[src/rtl/uart_pkg.sv]
// Shared UART constants and transmitter state encoding, common to the
// buffered transmitter and the uart_rs receiver.
package uart_pkg;

    localparam int DBIT       = 8;
    localparam int SB_TICK    = 16;
    localparam int OVERSAMPLE = 16;

    typedef logic [1:0] tx_state_t;

    localparam tx_state_t TX_IDLE  = 2'd0;
    localparam tx_state_t TX_START = 2'd1;
    localparam tx_state_t TX_DATA  = 2'd2;
    localparam tx_state_t TX_STOP  = 2'd3;

endpackage

[src/rtl/uart_tx_buffered_fifo.sv]
// Transmit FIFO: synchronous, registered pointers, full/empty derived from an
// occupancy count; writes into a full FIFO are dropped and flagged.
module tx_fifo
    import uart_pkg::*;
#(
    parameter int DW = DBIT,
    parameter int AW = 2
) (
    input  logic          clk,
    input  logic          reset,
    input  logic          wr_en,
    input  logic [DW-1:0] wr_data,
    input  logic          rd_en,
    output logic [DW-1:0] rd_data,
    output logic          full,
    output logic          empty,
    output logic          overflow
);

    localparam int DEPTH = 2 ** AW;
    localparam int CW    = AW + 1;

    logic [DW-1:0] mem_q [DEPTH];
    logic [AW-1:0] wr_ptr_q, wr_ptr_d;
    logic [AW-1:0] rd_ptr_q, rd_ptr_d;
    logic [CW-1:0] count_q, count_d;
    logic          overflow_q, overflow_d;
    logic          wr_ok;
    logic          rd_ok;

    assign full     = (count_q == CW'(DEPTH));
    assign empty    = (count_q == '0);
    assign rd_data  = mem_q[rd_ptr_q];
    assign overflow = overflow_q;

    // Full is checked before any same-cycle pop, so a write at full is always dropped.
    always_comb begin
        wr_ok      = wr_en & ~full;
        rd_ok      = rd_en & ~empty;
        wr_ptr_d   = wr_ptr_q;
        rd_ptr_d   = rd_ptr_q;
        count_d    = count_q;
        overflow_d = wr_en & full;
        if (wr_ok) begin
            wr_ptr_d = wr_ptr_q + AW'(1);
        end
        if (rd_ok) begin
            rd_ptr_d = rd_ptr_q + AW'(1);
        end
        case ({wr_ok, rd_ok})
            2'b10:   count_d = count_q + CW'(1);
            2'b01:   count_d = count_q - CW'(1);
            default: count_d = count_q;
        endcase
    end

    always_ff @(posedge clk) begin
        if (reset) begin
            wr_ptr_q   <= '0;
            rd_ptr_q   <= '0;
            count_q    <= '0;
            overflow_q <= 1'b0;
        end else begin
            wr_ptr_q   <= wr_ptr_d;
            rd_ptr_q   <= rd_ptr_d;
            count_q    <= count_d;
            overflow_q <= overflow_d;
        end
    end

    always_ff @(posedge clk) begin
        if (!reset && wr_ok) begin
            mem_q[wr_ptr_q] <= wr_data;
        end
    end

endmodule

[src/rtl/uart_tx_buffered.sv]
// 8N1 UART transmitter fed from a small FIFO; bit timing comes from a 16x
// oversample tick, and tx is registered from the next-state decode.
module uart_tx_buffered
    import uart_pkg::*;
#(
    parameter int DBIT    = uart_pkg::DBIT,
    parameter int SB_TICK = uart_pkg::SB_TICK,
    parameter int FIFO_AW = 2
) (
    input  logic            clk,
    input  logic            reset,
    input  logic            s_tick,
    input  logic            wr_en,
    input  logic [DBIT-1:0] wr_data,
    output logic            full,
    output logic            empty,
    output logic            overflow,
    output logic            tx,
    output logic            tx_busy,
    output logic            tx_done_tick
);

    localparam int TW = 4;
    localparam int NW = (DBIT > 1) ? $clog2(DBIT) : 1;

    tx_state_t       state_q, state_d;
    logic [TW-1:0]   tick_q, tick_d;
    logic [NW-1:0]   bit_q, bit_d;
    logic [DBIT-1:0] shift_q, shift_d;
    logic            tx_q, tx_d;
    logic            done_q, done_d;
    logic            pop;
    logic [DBIT-1:0] fifo_data;
    logic            fifo_empty;

    tx_fifo #(
        .DW (DBIT),
        .AW (FIFO_AW)
    ) u_fifo (
        .clk      (clk),
        .reset    (reset),
        .wr_en    (wr_en),
        .wr_data  (wr_data),
        .rd_en    (pop),
        .rd_data  (fifo_data),
        .full     (full),
        .empty    (fifo_empty),
        .overflow (overflow)
    );

    assign empty        = fifo_empty;
    assign tx           = tx_q;
    assign tx_busy      = (state_q != TX_IDLE);
    assign tx_done_tick = done_q;

    always_comb begin
        state_d = state_q;
        tick_d  = tick_q;
        bit_d   = bit_q;
        shift_d = shift_q;
        done_d  = 1'b0;
        pop     = 1'b0;
        case (state_q)
            TX_IDLE: begin
                // Leave IDLE immediately, without waiting for a tick.
                if (!fifo_empty) begin
                    pop     = 1'b1;
                    shift_d = fifo_data;
                    state_d = TX_START;
                    tick_d  = '0;
                    bit_d   = '0;
                end
            end
            TX_START: begin
                if (s_tick) begin
                    if (tick_q == TW'(OVERSAMPLE - 1)) begin
                        state_d = TX_DATA;
                        tick_d  = '0;
                        bit_d   = '0;
                    end else begin
                        tick_d = tick_q + TW'(1);
                    end
                end
            end
            TX_DATA: begin
                if (s_tick) begin
                    if (tick_q == TW'(OVERSAMPLE - 1)) begin
                        tick_d  = '0;
                        shift_d = shift_q >> 1;
                        if (bit_q == NW'(DBIT - 1)) begin
                            state_d = TX_STOP;
                        end else begin
                            bit_d = bit_q + NW'(1);
                        end
                    end else begin
                        tick_d = tick_q + TW'(1);
                    end
                end
            end
            TX_STOP: begin
                if (s_tick) begin
                    if (tick_q == TW'(SB_TICK - 1)) begin
                        state_d = TX_IDLE;
                        tick_d  = '0;
                        done_d  = 1'b1;
                    end else begin
                        tick_d = tick_q + TW'(1);
                    end
                end
            end
            default: state_d = TX_IDLE;
        endcase

        // Line level follows the state being entered so tx lines up with state_q.
        case (state_d)
            TX_START: tx_d = 1'b0;
            TX_DATA:  tx_d = shift_d[0];
            default:  tx_d = 1'b1;
        endcase
    end

    always_ff @(posedge clk) begin
        if (reset) begin
            state_q <= TX_IDLE;
            tick_q  <= '0;
            bit_q   <= '0;
            shift_q <= '0;
            tx_q    <= 1'b1;
            done_q  <= 1'b0;
        end else begin
            state_q <= state_d;
            tick_q  <= tick_d;
            bit_q   <= bit_d;
            shift_q <= shift_d;
            tx_q    <= tx_d;
            done_q  <= done_d;
        end
    end

endmodule

[config.mk]
export PLATFORM = sky130hd
export DESIGN_NAME = uart_tx_buffered
export DESIGN_NICKNAME = d
export VERILOG_FILES = /design/src/rtl/uart_pkg.sv /design/src/rtl/uart_tx_buffered_fifo.sv /design/src/rtl/uart_tx_buffered.sv
export SDC_FILE = /design/constraint.sdc
export NUM_CORES = 1
export LEC_CHECK = 0
export ABC_AREA = 1
export ABC_CLOCK_PERIOD_IN_PS = 1900
export CORE_UTILIZATION = 50
export CTS_CLUSTER_DIAMETER = 100
export CTS_CLUSTER_SIZE = 20
export DETAILED_ROUTE_END_ITERATION = 7
export GPL_TIMING_DRIVEN = 0
export PLACE_DENSITY = 0.72
export SYNTH_ARGS = -nofsm -noshare
export SYNTH_HDL_FRONTEND = slang
export SYNTH_HIERARCHICAL = 1
export SYNTH_SLANG_ARGS = --single-unit
[constraint.sdc]
create_clock -name clk -period 1.9 [get_ports clk]
set_clock_uncertainty 0.2 [all_clocks]
set_input_delay 0.38 -clock clk [delete_from_list [all_inputs] [get_ports clk]]
set_output_delay 0.38 -clock clk [all_outputs]
set_load 0.01 [all_outputs]
==> flow_summary_export.csv <==
group,metric,value,unit
run_status,status,"complete, but fails checks",
run_status,violations,"setup timing",
setup_path,path_class,"reg -> reg",
grt,antenna_found_initial,0,
power_and_ir_drop,seqPwrFrac,0.380,
finish,fin_nets,344,
grt,grt_pass1_wl,8380,um
synth,synth_edf_count,32,
synth,syn_area,2680,um^2
timing,rsz0062_at_grt,"true",
finish,antennaDiodeCount,0,
clock_network,h-tree-depth,3,
synth,synth_xor_xnor_area_share,0.00655,
grt,grt_overflow_total,0,
synth,synthMuxAreaShare,0,
power_and_ir_drop,peakVddDrop,0.822,mV
drt,wl_per_cell,13.1,um
setup_path,end_kind,"flop",
clock_network,cts_tree,"done",
timing,hold_viol_final,0,
synth,yosys.area_share.simple,0.207,
clock_network,holdBufCountCts,0,
run,cap_violations,0,
placed_design,place_area,2950,um^2
placed_design,port_buffers,16,
grt,track_usage,0.207,
drt,vias,2031,
synth,ys_seq_elements,61,
setup_path,reg2reg_slack,-30,ps
synth,syn_avg_cell_area,9.49,um^2
finish,instances_no_fill,398,
drt,vias_per_cell,5.10,
timing,setup_violations,1,
floorplan,num_rows,26,
clock_network,max-clock-path-buffers,2,
setup_path,cp_cell_sequence,"nor2_4 > buf_6 > nand2_4 > inv_4 > nor2_4 > inv_2 > ha_4 > inv_4 > fa_2 > inv_2 > nand2_1 > nand3_2 > nand2_1 > nand2_1 > nor2_1",
finish,area_growth,24.2,%
drt,drc,0,
clock_network,clock_sinks,61,
floorplan,die_h,75.1,um
synth,synthCells,282,
clock_network,cts_root_buffer,"clkbuf_8",
setup_path,critPathRequiredTime,1930,ps
power_and_ir_drop,combinationalPowerShare,0.374,
floorplan,pin_count,18,
timing,worstMarginPinSlew,459,ps
synth,ys_types,31,
floorplan,die_w,75.1,um
grt,grt_pass1_vias,1871,
clock_network,clock_latency,330,ps
setup_path,crit_slowest_cell,"fa_2",
clock_network,clkTransAtPathRegs,70,ps
drt,dr.pass1.iters,5,
clock_network,numCtsBuffers,9,
timing,fin_ws,-31.8,ps
power_and_ir_drop,p_leak,0.00131,uW
power_and_ir_drop,pwr_density_cell,1390,nW/um^2
synth,synth_nets,303,
timing,fmax,518,MHz
placed_design,post-dp-hpwl,3390,um
setup_path,start_kind,"flop",
floorplan,dieArea,5650,um^2
placed_design,dp_cells,368,
synth,synth_top_family_by_area,"simple AND/OR/NAND/NOR gates",
synth,synth_adder_area_share,0.0449,
placed_design,place.gp.congestion,0.754,
drt,routed_wl,5230,um
power_and_ir_drop,internal_power,2970,uW
synth,ys_seq_area_frac,0.576,
timing,post-route-min-period,1930,ps
setup_path,cp_max_fo,2,
synth,synth-compound-area-share,0.103,
power_and_ir_drop,power.total,4630,uW
setup_path,crit_family,"simple AND/OR/NAND/NOR gates",
drt,first_iter_violations,69,
finish,final_common_cell,"nand2_1",
finish,fin_util,0.647,
timing,period_share,1.02,
floorplan,start_util,0.520,
grt,grt_max_degree,13,
drt,drtAntennaViolNets,0,
timing,final-max-slew-violation-count,0,
synth,async_reset_ff_frac,0,
synth,synth_flop_cell,"edfxtp_1",
setup_path,crit_buf_inv,5,
finish,finalInstanceArea,3320,um^2
power_and_ir_drop,sw_frac_of_total,0.359,
finish,drive_above_1_share,0.238,
floorplan,core,5140,um^2
setup_path,max_stage_delay,350,ps
setup_path,worstPathArrival,1960,ps
min_path,hp-class,"in -> reg",
power_and_ir_drop,p_switching,1660,uW
finish,final_cell_mix,"nand2_1, edfxtp_1, nor2_1",
power_and_ir_drop,power.share.clock,0.246,
synth,yosysWarningCount,6,
timing,max-slew-margin-rel,0.694,
setup_path,cpMostUsedCell,"nand2_1",
final timing paths:
path	cells past startpoint	start	end
worst max-delay path	15	u_fifo/count_q[1]	u_fifo/count_q[2]
worst min register to register	2	bit_q[2]	bit_q[2]
worst max register to register	15	u_fifo/count_q[1]	u_fifo/count_q[2]
worst min-delay path	3	s_tick	tick_q[0]
power groups by stage:
stage | combinational, uW | sequential (uW) | clock (uW)
2_1_floorplan | 1060 | 1740 | 0
3_3_place_gp | 1390 | 1770 | 0
3_5_place_dp | 1430 | 1770 | 0
4_1_cts | 1590 | 1760 | 1180
5_1_grt | 1930 | 1780 | 1230
6_report | 1730 | 1760 | 1140
per-layer routing:
| metal | vias to the layer above | share of wire | routed length, um | global-route usage |
|---|---|---|---|---|
| met5 | - | 0 | 0 | 0 |
| met4 | 0 | 0.0061 | 32 | 0.0535 |
| met3 | 5 | 0.048 | 251 | 0.0803 |
| met2 | 39 | 0.51 | 2680 | 0.360 |
| met1 | 958 | 0.43 | 2260 | 0.240 |
| li1 | 1029 | - | - | - |
metrics by stage:
stage	hold WS [ps]	TNS [ps]	worst slack [ps]
3_3_place_gp	251	-20620	-568
4_1_cts	162	-4310	-196
6_report	199	-31.8	-31.8
2_1_floorplan	240	-119	-85.6
5_1_grt	189	-163	-136
3_5_place_dp	264	-20120	-563
cells by family after synthesis:
family	after synthesis
AOI/OAI and AO/OA	49
xor gates and xnor gates	2
adders and majority gates	9
buffers and inverters	40
DFF	61
and+or+nand+nor	121
timing repair:
item | 4_1_cts | 5_1_grt
setup buffers | 7 | 7
pin swaps | 8 | 5
gates resized for setup | 19 | 13
setup endpoints to repair | 37 | 36
worst min-delay path, delay by kind of cell:
family / cells / cell delay [ps]
simple gates: 1 / 80
buf+inv: 1 / 150
compound gates: 1 / 60
Yosys cell counts, types with 8 or more instances:
library cell,count,area (um^2)
o21ai_0,16,80.1
inv_1,30,113
nand2_1,54,203
nand3_1,12,60.1
edfxtp_1,32,961
o22ai_1,8,50.1
nor2_1,32,120
ha_1,8,100
a21oi_1,14,70.1
dfxtp_1,29,581
flip-flops by register name, indices dropped and copies added, names as in the netlist, named ones only:
signal / flops
u_fifo/wr_ptr_q: 2
tx_done_tick: 1
tx: 1
tick_q: 4
state_q: 2
u_fifo/overflow: 1
u_fifo/count_q: 3
bit_q: 3
shift_q: 8
u_fifo/mem_q: 32
u_fifo/rd_ptr_q: 2
final cells by class:
cell class | instances | area (um^2)
Buffer | 5 | 35.0
Clock buffer | 11 | 141
Clock inverter | 5 | 61.3
Fill cell | 454 | 1820
Inverter | 35 | 144
Multi-Input combinational cell | 181 | 1040
Sequential cell | 61 | 1550
Tap cell | 70 | 87.6
Timing Repair Buffer | 30 | 259
Note: power is estimated with default switching activity, not from simulation.
